[src/rtl/ram_arbiter.sv]
// Arbiter sharing one external-RAM controller port between bootloader,
// CPU data port and CPU fetch, with anti-starvation and a watchdog.
module ram_arbiter #(
  parameter int STARVE_LIMIT   = 4,
  parameter int TIMEOUT_CYCLES = 255
) (
  input  logic        clk,
  input  logic        rst,
  input  logic        boot_done_in,
  input  logic        boot_req,
  input  logic [17:0] boot_addr,
  input  logic [15:0] boot_wdata,
  output logic        boot_done,
  input  logic        data_req,
  input  logic        data_we,
  input  logic [17:0] data_addr,
  input  logic [15:0] data_wdata,
  output logic        data_done,
  input  logic        inst_req,
  input  logic [17:0] inst_addr,
  output logic        inst_done,
  output logic [15:0] rdata,
  output logic        ram_need_to_work,
  output logic        ram_we,
  output logic [17:0] ram_addr_out,
  output logic [15:0] ram_data_out,
  input  logic        ram_work_done,
  input  logic [15:0] ram_rdata,
  output logic        timeout_err
);

  localparam int SW = $clog2(STARVE_LIMIT + 1) < 1 ? 1
                    : $clog2(STARVE_LIMIT + 1);
  localparam logic [SW-1:0] SLIM = SW'(STARVE_LIMIT);
  localparam logic [7:0] WLIM = 8'(TIMEOUT_CYCLES - 1);

  typedef enum logic [1:0] {
    S_IDLE,
    S_BUSY,
    S_RESP
  } state_t;

  typedef enum logic [1:0] {
    G_NONE,
    G_BOOT,
    G_DATA,
    G_INST
  } grant_t;

  state_t        state_q, state_d;
  grant_t        grant_q, grant_d;
  grant_t        sel;
  logic [SW-1:0] starve_q, starve_d;
  logic [7:0]    wd_q, wd_d;
  logic          need_q, need_d;
  logic          we_q, we_d;
  logic [17:0]   addr_q, addr_d;
  logic [15:0]   wdata_q, wdata_d;
  logic [15:0]   rdata_q, rdata_d;
  logic          bdone_q, bdone_d;
  logic          ddone_q, ddone_d;
  logic          idone_q, idone_d;
  logic          tout_q, tout_d;
  logic          finish;

  // Boot phase admits only the bootloader; afterwards data beats
  // fetch unless fetch has waited through STARVE_LIMIT data grants.
  always_comb begin
    sel = G_NONE;
    if (!boot_done_in) begin
      if (boot_req) sel = G_BOOT;
    end else if (inst_req && (!data_req || starve_q == SLIM)) begin
      sel = G_INST;
    end else if (data_req) begin
      sel = G_DATA;
    end
  end

  always_comb begin
    state_d  = state_q;
    grant_d  = grant_q;
    starve_d = starve_q;
    wd_d     = wd_q;
    need_d   = need_q;
    we_d     = we_q;
    addr_d   = addr_q;
    wdata_d  = wdata_q;
    rdata_d  = rdata_q;
    bdone_d  = bdone_q;
    ddone_d  = ddone_q;
    idone_d  = idone_q;
    tout_d   = tout_q;
    finish   = 1'b0;

    unique case (state_q)
      S_IDLE: begin
        if (sel != G_NONE) begin
          grant_d = sel;
          need_d  = 1'b1;
          wd_d    = '0;
          state_d = S_BUSY;
        end
        unique case (1'b1)
          (sel == G_BOOT): begin
            we_d    = 1'b1;
            addr_d  = boot_addr;
            wdata_d = boot_wdata;
          end
          (sel == G_DATA): begin
            we_d    = data_we;
            addr_d  = data_addr;
            wdata_d = data_wdata;
            if (inst_req && starve_q != SLIM)
              starve_d = starve_q + 1'b1;
          end
          (sel == G_INST): begin
            we_d     = 1'b0;
            addr_d   = inst_addr;
            wdata_d  = '0;
            starve_d = '0;
          end
          default: ;
        endcase
      end
      S_BUSY: begin
        if (ram_work_done) begin
          finish = 1'b1;
          if (!we_q) rdata_d = ram_rdata;
        end else if (wd_q == WLIM) begin
          finish = 1'b1;
          tout_d = 1'b1;
        end else begin
          wd_d = wd_q + 8'd1;
        end
        if (finish) begin
          need_d  = 1'b0;
          state_d = S_RESP;
          unique case (1'b1)
            (grant_q == G_BOOT): bdone_d = 1'b1;
            (grant_q == G_DATA): ddone_d = 1'b1;
            (grant_q == G_INST): idone_d = 1'b1;
            default: ;
          endcase
        end
      end
      S_RESP: begin
        bdone_d = 1'b0;
        ddone_d = 1'b0;
        idone_d = 1'b0;
        state_d = S_IDLE;
      end
      default: begin
        need_d  = 1'b0;
        state_d = S_IDLE;
      end
    endcase
  end

  always_ff @(posedge clk) begin
    if (!rst) begin
      state_q  <= S_IDLE;
      grant_q  <= G_NONE;
      starve_q <= '0;
      wd_q     <= '0;
      need_q   <= 1'b0;
      we_q     <= 1'b0;
      addr_q   <= '0;
      wdata_q  <= '0;
      rdata_q  <= '0;
      bdone_q  <= 1'b0;
      ddone_q  <= 1'b0;
      idone_q  <= 1'b0;
      tout_q   <= 1'b0;
    end else begin
      state_q  <= state_d;
      grant_q  <= grant_d;
      starve_q <= starve_d;
      wd_q     <= wd_d;
      need_q   <= need_d;
      we_q     <= we_d;
      addr_q   <= addr_d;
      wdata_q  <= wdata_d;
      rdata_q  <= rdata_d;
      bdone_q  <= bdone_d;
      ddone_q  <= ddone_d;
      idone_q  <= idone_d;
      tout_q   <= tout_d;
    end
  end

  assign boot_done        = bdone_q;
  assign data_done        = ddone_q;
  assign inst_done        = idone_q;
  assign rdata            = rdata_q;
  assign ram_need_to_work = need_q;
  assign ram_we           = we_q;
  assign ram_addr_out     = addr_q;
  assign ram_data_out     = wdata_q;
  assign timeout_err      = tout_q;

endmodule

[config.mk]
export PLATFORM = sky130hd
export DESIGN_NAME = ram_arbiter
export DESIGN_NICKNAME = d
export VERILOG_FILES = /design/src/rtl/ram_arbiter.sv
export SDC_FILE = /design/constraint.sdc
export NUM_CORES = 1
export LEC_CHECK = 0
export CAP_MARGIN = 10
export CORE_MARGIN = 3
export CORE_UTILIZATION = 35
export DETAILED_ROUTE_END_ITERATION = 8
export PLACE_DENSITY = 0.76
export SETUP_SLACK_MARGIN = 0.1
export SLEW_MARGIN = 20
export SYNTH_ARGS = -nofsm -noshare
export SYNTH_HDL_FRONTEND = slang
export SYNTH_SLANG_ARGS = --single-unit
[constraint.sdc]
create_clock -name clk -period 1.42 [get_ports clk]
set_input_delay 0.213 -clock clk [delete_from_list [all_inputs] [get_ports clk]]
set_output_delay 0.213 -clock clk [all_outputs]
set_load 0.1 [all_outputs]
* Word level (Yosys, flattened, before mapping) *
Cells that the tools add are included.

word-level totals
  register bits = 71
  input port bits = 110
  output and inout bits = 56
  logic and storage cells = 89

operators by class
  add/sub/neg operators = 2
  eq/ne operators = 19
  multiplexer cells = 31
  bitwise operators = 3
  reduce and logical (&&, ||, !) cells = 21

operator list
  operator                                                                number
  18-bit case mux with 3 select lines                                     1
  16-bit case mux with 3 select lines                                     1
  8-bit 2-to-1 mux                                                        3
  3-bit AND reduction                                                     7
  8-bit case mux with 2 select lines                                      1
  2-bit != test (second input constant)                                   7
  1-bit 2-to-1 mux                                                        12
  2-bit equality test (second input constant)                             5
  2-bit 2-to-1 mux                                                        5
  8-bit by 1-bit adder with 8-bit output (second input constant)          1
  8-bit equality test (second input constant)                             1
  2-bit nonzero test                                                      4
  2-bit by 1-bit equality test with 1-bit output (second input constant)  3
  1-bit case mux with 2 select lines                                      3
  1-bit case mux with 3 select lines                                      2
  3-bit case mux with 2 select lines                                      1
  2-bit AND reduction                                                     3
  2-bit case mux with 2 select lines                                      1
  4-bit AND reduction                                                     1
  3-bit by 1-bit adder with 3-bit output (second input constant)          1
  3-bit equality test (second input constant)                             1
  3-bit 2-to-1 mux                                                        1
  3-bit != test (second input constant)                                   1
  1-bit inverter                                                          3
  6 further kinds                                                         7

* Depth between registers and ports, before layout *
Gate-level depths: netlist (run 1).

  depth in word-level cells = 8
  mapped depth = 7
  gate-level depth less buffers = 6

* Worst setup path after synthesis (run 1) *
Ideal clock, no wire load.

  path kind = register -> register
  from = register we_q (netlist: ram_we)
  to = register rdata_q[10] (netlist: rdata[10])
  data arrival time = 1.785 ns
  required time = 1.350 ns
  setup slack = -0.436 ns
  cell stages (with the launch flop) = 5
  period minus slack after synthesis = 1.856 ns
  cell sequence = dfxtp_1 -> nand3b_1 -> clkbuf_1 -> nand2_1 -> a21oi_1

on the way
  word-level cells in the longest chain between the ends = 2

ends and longest elaborated chain
  what                           line  text
  start: declaration             56    logic we_q, we_d;
  start signal: assignment       180   we_q <= we_d;
  1-bit inverter (no line)       -
  3-bit AND reduction (no line)  -
  end signal: assignment         183   rdata_q <= rdata_d;
  end: declaration               59    logic [15:0] rdata_q, rdata_d;

Every way passes these cells.
A chain may end at the register's enable or synchronous reset.

* Worst setup path after layout (run 1) *
  from = register wd_q[0]
  to = register wd_q[4]

on the way
  word-level cells in the longest chain between the ends = 4
  elaborated cells between the ends (all ways) = 7

ends and longest elaborated chain
  what                                    line  text
  start: declaration                      54    logic [7:0] wd_q, wd_d;
  start signal: assignment                178   wd_q <= wd_d;
  8-bit by 1-bit adder with 8-bit output  133   wd_d = wd_q + 8'd1;
  8-bit 2-to-1 mux                        129   end else if (wd_q == WLIM) begin
  8-bit 2-to-1 mux                        126   if (ram_work_done) begin
  8-bit case mux with 2 select lines      95    unique case (state_q)

Several ways; a longest one is shown, not always the timed one. The select of a mux whose other input is x is not followed.

==> results of run 1 <==
power breakdown:
group / switching (mW) / internal (mW) / total [mW]
logic: 1.73 / 1.22 / 2.95
clock network: 0.806 / 1.26 / 2.07
registers: 0.186 / 2.15 / 2.34
synth_stat cells:
| cell type | n | share of area |
|---|---|---|
| o21ai_2 | 1 | 0.0029 |
| inv_1 | 7 | 0.0087 |
| buf_2 | 3 | 0.0050 |
| nand4_1 | 4 | 0.0083 |
| xnor2_1 | 1 | 0.0029 |
| nor3b_2 | 2 | 0.0083 |
| or2_2 | 1 | 0.0021 |
| a31oi_1 | 2 | 0.0042 |
| o211ai_1 | 1 | 0.0025 |
| a21oi_1 | 63 | 0.10 |
| o21a_1 | 2 | 0.0050 |
| nand2_1 | 40 | 0.050 |
| mux2i_1 | 1 | 0.0033 |
| o31ai_1 | 1 | 0.0025 |
| nor2_1 | 26 | 0.032 |
| a41oi_1 | 3 | 0.0087 |
| nand3_1 | 13 | 0.022 |
| o21ai_0 | 39 | 0.065 |
| o21ai_1 | 2 | 0.0033 |
| a31oi_2 | 1 | 0.0042 |
| nor3_1 | 2 | 0.0033 |
| nor2b_1 | 2 | 0.0042 |
| and2_1 | 1 | 0.0021 |
| clkbuf_1 | 23 | 0.029 |
| or3_1 | 2 | 0.0042 |
| a22oi_1 | 17 | 0.042 |
| nor2_2 | 1 | 0.0021 |
| nand2b_1 | 2 | 0.0042 |
| a31o_2 | 1 | 0.0029 |
| ha_1 | 4 | 0.017 |
| and3_1 | 1 | 0.0021 |
| a222oi_1 | 1 | 0.0033 |
| o31a_1 | 2 | 0.0058 |
| dfxtp_1 | 71 | 0.47 |
| o22ai_1 | 1 | 0.0021 |
| xor2_1 | 1 | 0.0029 |
| a221oi_1 | 17 | 0.050 |
| nand3b_1 | 2 | 0.0050 |
final cells by class:
type / count / area (sq um)
Clock inverter: 5 / 104
Inverter: 7 / 28.8
Fill cell: 441 / 1510
Sequential cell: 71 / 1440
Clock buffer: 10 / 149
Multi-Input combinational cell: 261 / 2050
Timing Repair Buffer: 227 / 2890
Tap cell: 105 / 131
per-stage QoR:
| step | hold WS (ns) | utilization |
|---|---|---|
| floorplan | 0.349 | - |
| global placement | 0.477 | 0.690 |
| detailed placement | 0.487 | 0.690 |
| CTS | 0.406 | 0.757 |
| global route | 0.418 | 0.819 |
| finish | 0.414 | 0.819 |
flip-flops by register name, indices dropped and copies added, names as in the netlist:
signal,count
rdata,16
inst_done,1
ram_addr_out,18
boot_done,1
grant_q,2
starve_q,3
wd_q,8
ram_data_out,16
data_done,1
timeout_err,1
ram_need_to_work,1
ram_we,1
state_q,2
worst max-delay path by stage:
stage                                   startpoint                            to  cells past startpoint
after floorplan            state_q[1]$_SDFFE_PN0P_        rdata[10]$_SDFFE_PN0P_                      6
after global placement                boot_done_in  ram_data_out[3]$_SDFFE_PN0P_                      6
after detailed placement                  inst_req  ram_data_out[5]$_SDFFE_PN0P_                      6
after CTS                     wd_q[1]$_SDFFE_PN0P_          wd_q[6]$_SDFFE_PN0P_                      5
after global routing      starve_q[1]$_SDFFE_PN0P_  ram_addr_out[6]$_SDFFE_PN0P_                      6
final                         wd_q[0]$_SDFFE_PN0P_          wd_q[4]$_SDFFE_PN0P_                      7
timing repair:
action | in CTS | in global routing
pin swaps | 9 | 66
endpoints found under the setup margin | 69 | 69
setup buffers | 12 | 6
cloned | 3 | 3
gates resized for setup | 42 | 96
worst reg2reg max path: cells and delay by family, from the launching register on:
kind            cells  cell delay [ns]
compound gates      2             0.48
flops               1             0.37
buf+inv             2             0.23
simple gates        2             0.21
fa+ha+maj           1             0.14
cells by family (layout without fill, tap and decap cells):
| group | Yosys count | in the layout | synth area share |
|---|---|---|---|
| flops | 71 | 71 | 0.473 |
| compound gates | 154 | 155 | 0.309 |
| xor+xnor | 2 | 2 | 0.00583 |
| mux | 1 | 1 | 0.00333 |
| buf+inv | 33 | 249 | 0.0424 |
| simple gates | 99 | 99 | 0.150 |
| fa+ha+maj | 4 | 4 | 0.0166 |
routing by layer:
metal / up-vias / global-route usage / routed length (um)
met1: 1833 / 0.272 / 5290
met4: 0 / 0.106 / 567
met3: 58 / 0.0637 / 1010
li1: 1760 / - / -
met2: 215 / 0.421 / 7020
met5: - / 0 / 0
==> results.yml, run 1 <==
clock_network:
  clk_latency_ns: 0.36
  root_buffer: "clkbuf_8"
  tritoncts: "done"
  h-tree-depth: 3
  clock_sinks: 71
  clk_path_buf_depth: 2
  cts_hold_buf: 0
  cts_buffers: 9
  cts.reportedPaths.clkPinSlew_ns: 0.09
synthesis:
  yosysWarningCount: 0
  syn_area_sq_um: 3010
  syn_nets: 478
  synthCells: 364
  syn_avg_cell_area_sq_um: 8.26
  synth_cell_types: 38
  ys_seq_area_frac: 0.473
  synth-seq-cells: 71
grt:
  globalRouteOverflowTotal: 0
  grt_pass1_vias: 3795
  grt_max_degree: 28
  grt_pass1_wl_um: 18800
  grt_use_total: 0.240
  antenna_found_initial: 0
final_layout:
  instances_no_fill: 686
  drive_above_1_share: 0.418
  antenna_cells: 0
  final_cell_mix: "clkdlybuf4s50_1, buf_12, dfxtp_1"
  finalNetCount: 691
  fin_area_sq_um: 6790
  final_common_cell: "clkdlybuf4s50_1"
  syn2layout_area_growth_pct: 126
timing:
  max_freq_ghz: 0.662
  fin_tns_setup_ns: -0.434
  rsz0062_at_grt: "true"
  layout_worst_path_cycle_share: 1.06
  setup_viol: 13
  layout_min_cycle_time_ns: 1.51
  worstMarginPinSlew_ns: 0.431
  slew_viol_final: 0
  skew_ns: 0.0144
  slew_headroom: 0.710
  finalWorstSetupSlack_ns: -0.0912
  finalHoldViolCount: 0
floorplan:
  die_area_sq_um: 9740
  fp.dieH_um: 98.7
  num_io_pins: 166
  die_w_um: 98.7
  core_sq_um: 8300
  start_util: 0.362
  rows: 33
routing:
  drc: 0
  drt_iter0_markers: 241
  vias_per_cell: 5.64
  drt_first_pass_iters: 5
  route.vias.total: 3866
  wl_per_cell_um: 20.2
  drt_wl_total_um: 13900
  ant_nets: 0
critical_path:
  cp.buffers_inverters: 2
  path_cells: "inv_4 > ha_4 > nand3_4 > o21ai_4 > buf_6 > nand3_1 > a21oi_2"
  crit_required_ns: 1.69
  r2r-start: "wd_q[0]$_SDFFE_PN0P_"
  reg2reg_depth: 7
  cp_max_fo: 5
  cpLargestDelayFamily: "compound AO/OA/AOI/OAI gates"
  crit-reg2reg-capture: "wd_q[4]$_SDFFE_PN0P_"
  endpoint_kind: "flop"
  r2r_slack_ns: -0.09
  critPathKind: "flop to flop"
  cp_slowest_stage_delay_ns: 0.37
  crit_arrival_ns: 1.78
  cp-start-kind: "flop"
  cp_slowest_cell: "dfxtp_4"
status:
  violations: "setup timing"
  status: "finished with violations"
hold_path:
  hold_start: "ram_rdata[9]"
  hold_class: "input port to flop"
  hold_depth: 3
  hold_path_end: "rdata[9]$_SDFFE_PN0P_"
placement:
  dp_cells: 648
  dp_hpwl_um: 8430
  place_ws_ns: -0.343
  gp_congestion: 0.875
  dpl_cell_area_sq_um: 5720
  io_buffers: 165
pwr:
  finalPower_mw: 7.36
  p_per_area_nw_per_um2: 1080
  ir_worst_vdd_mv: 0.721
  p_leak_nw: 2.60
run:
  maxCapViolCount: 0
Power figures use the tool's default switching activity.
==> inputs of run 2 (changes only) <==
Settings changed: CAP_MARGIN 10 to 15, CTS_CLUSTER_SIZE set to 12.
==> results of run 2 <==
No change in the layout: final DEF, timing and power equal those of run 1.
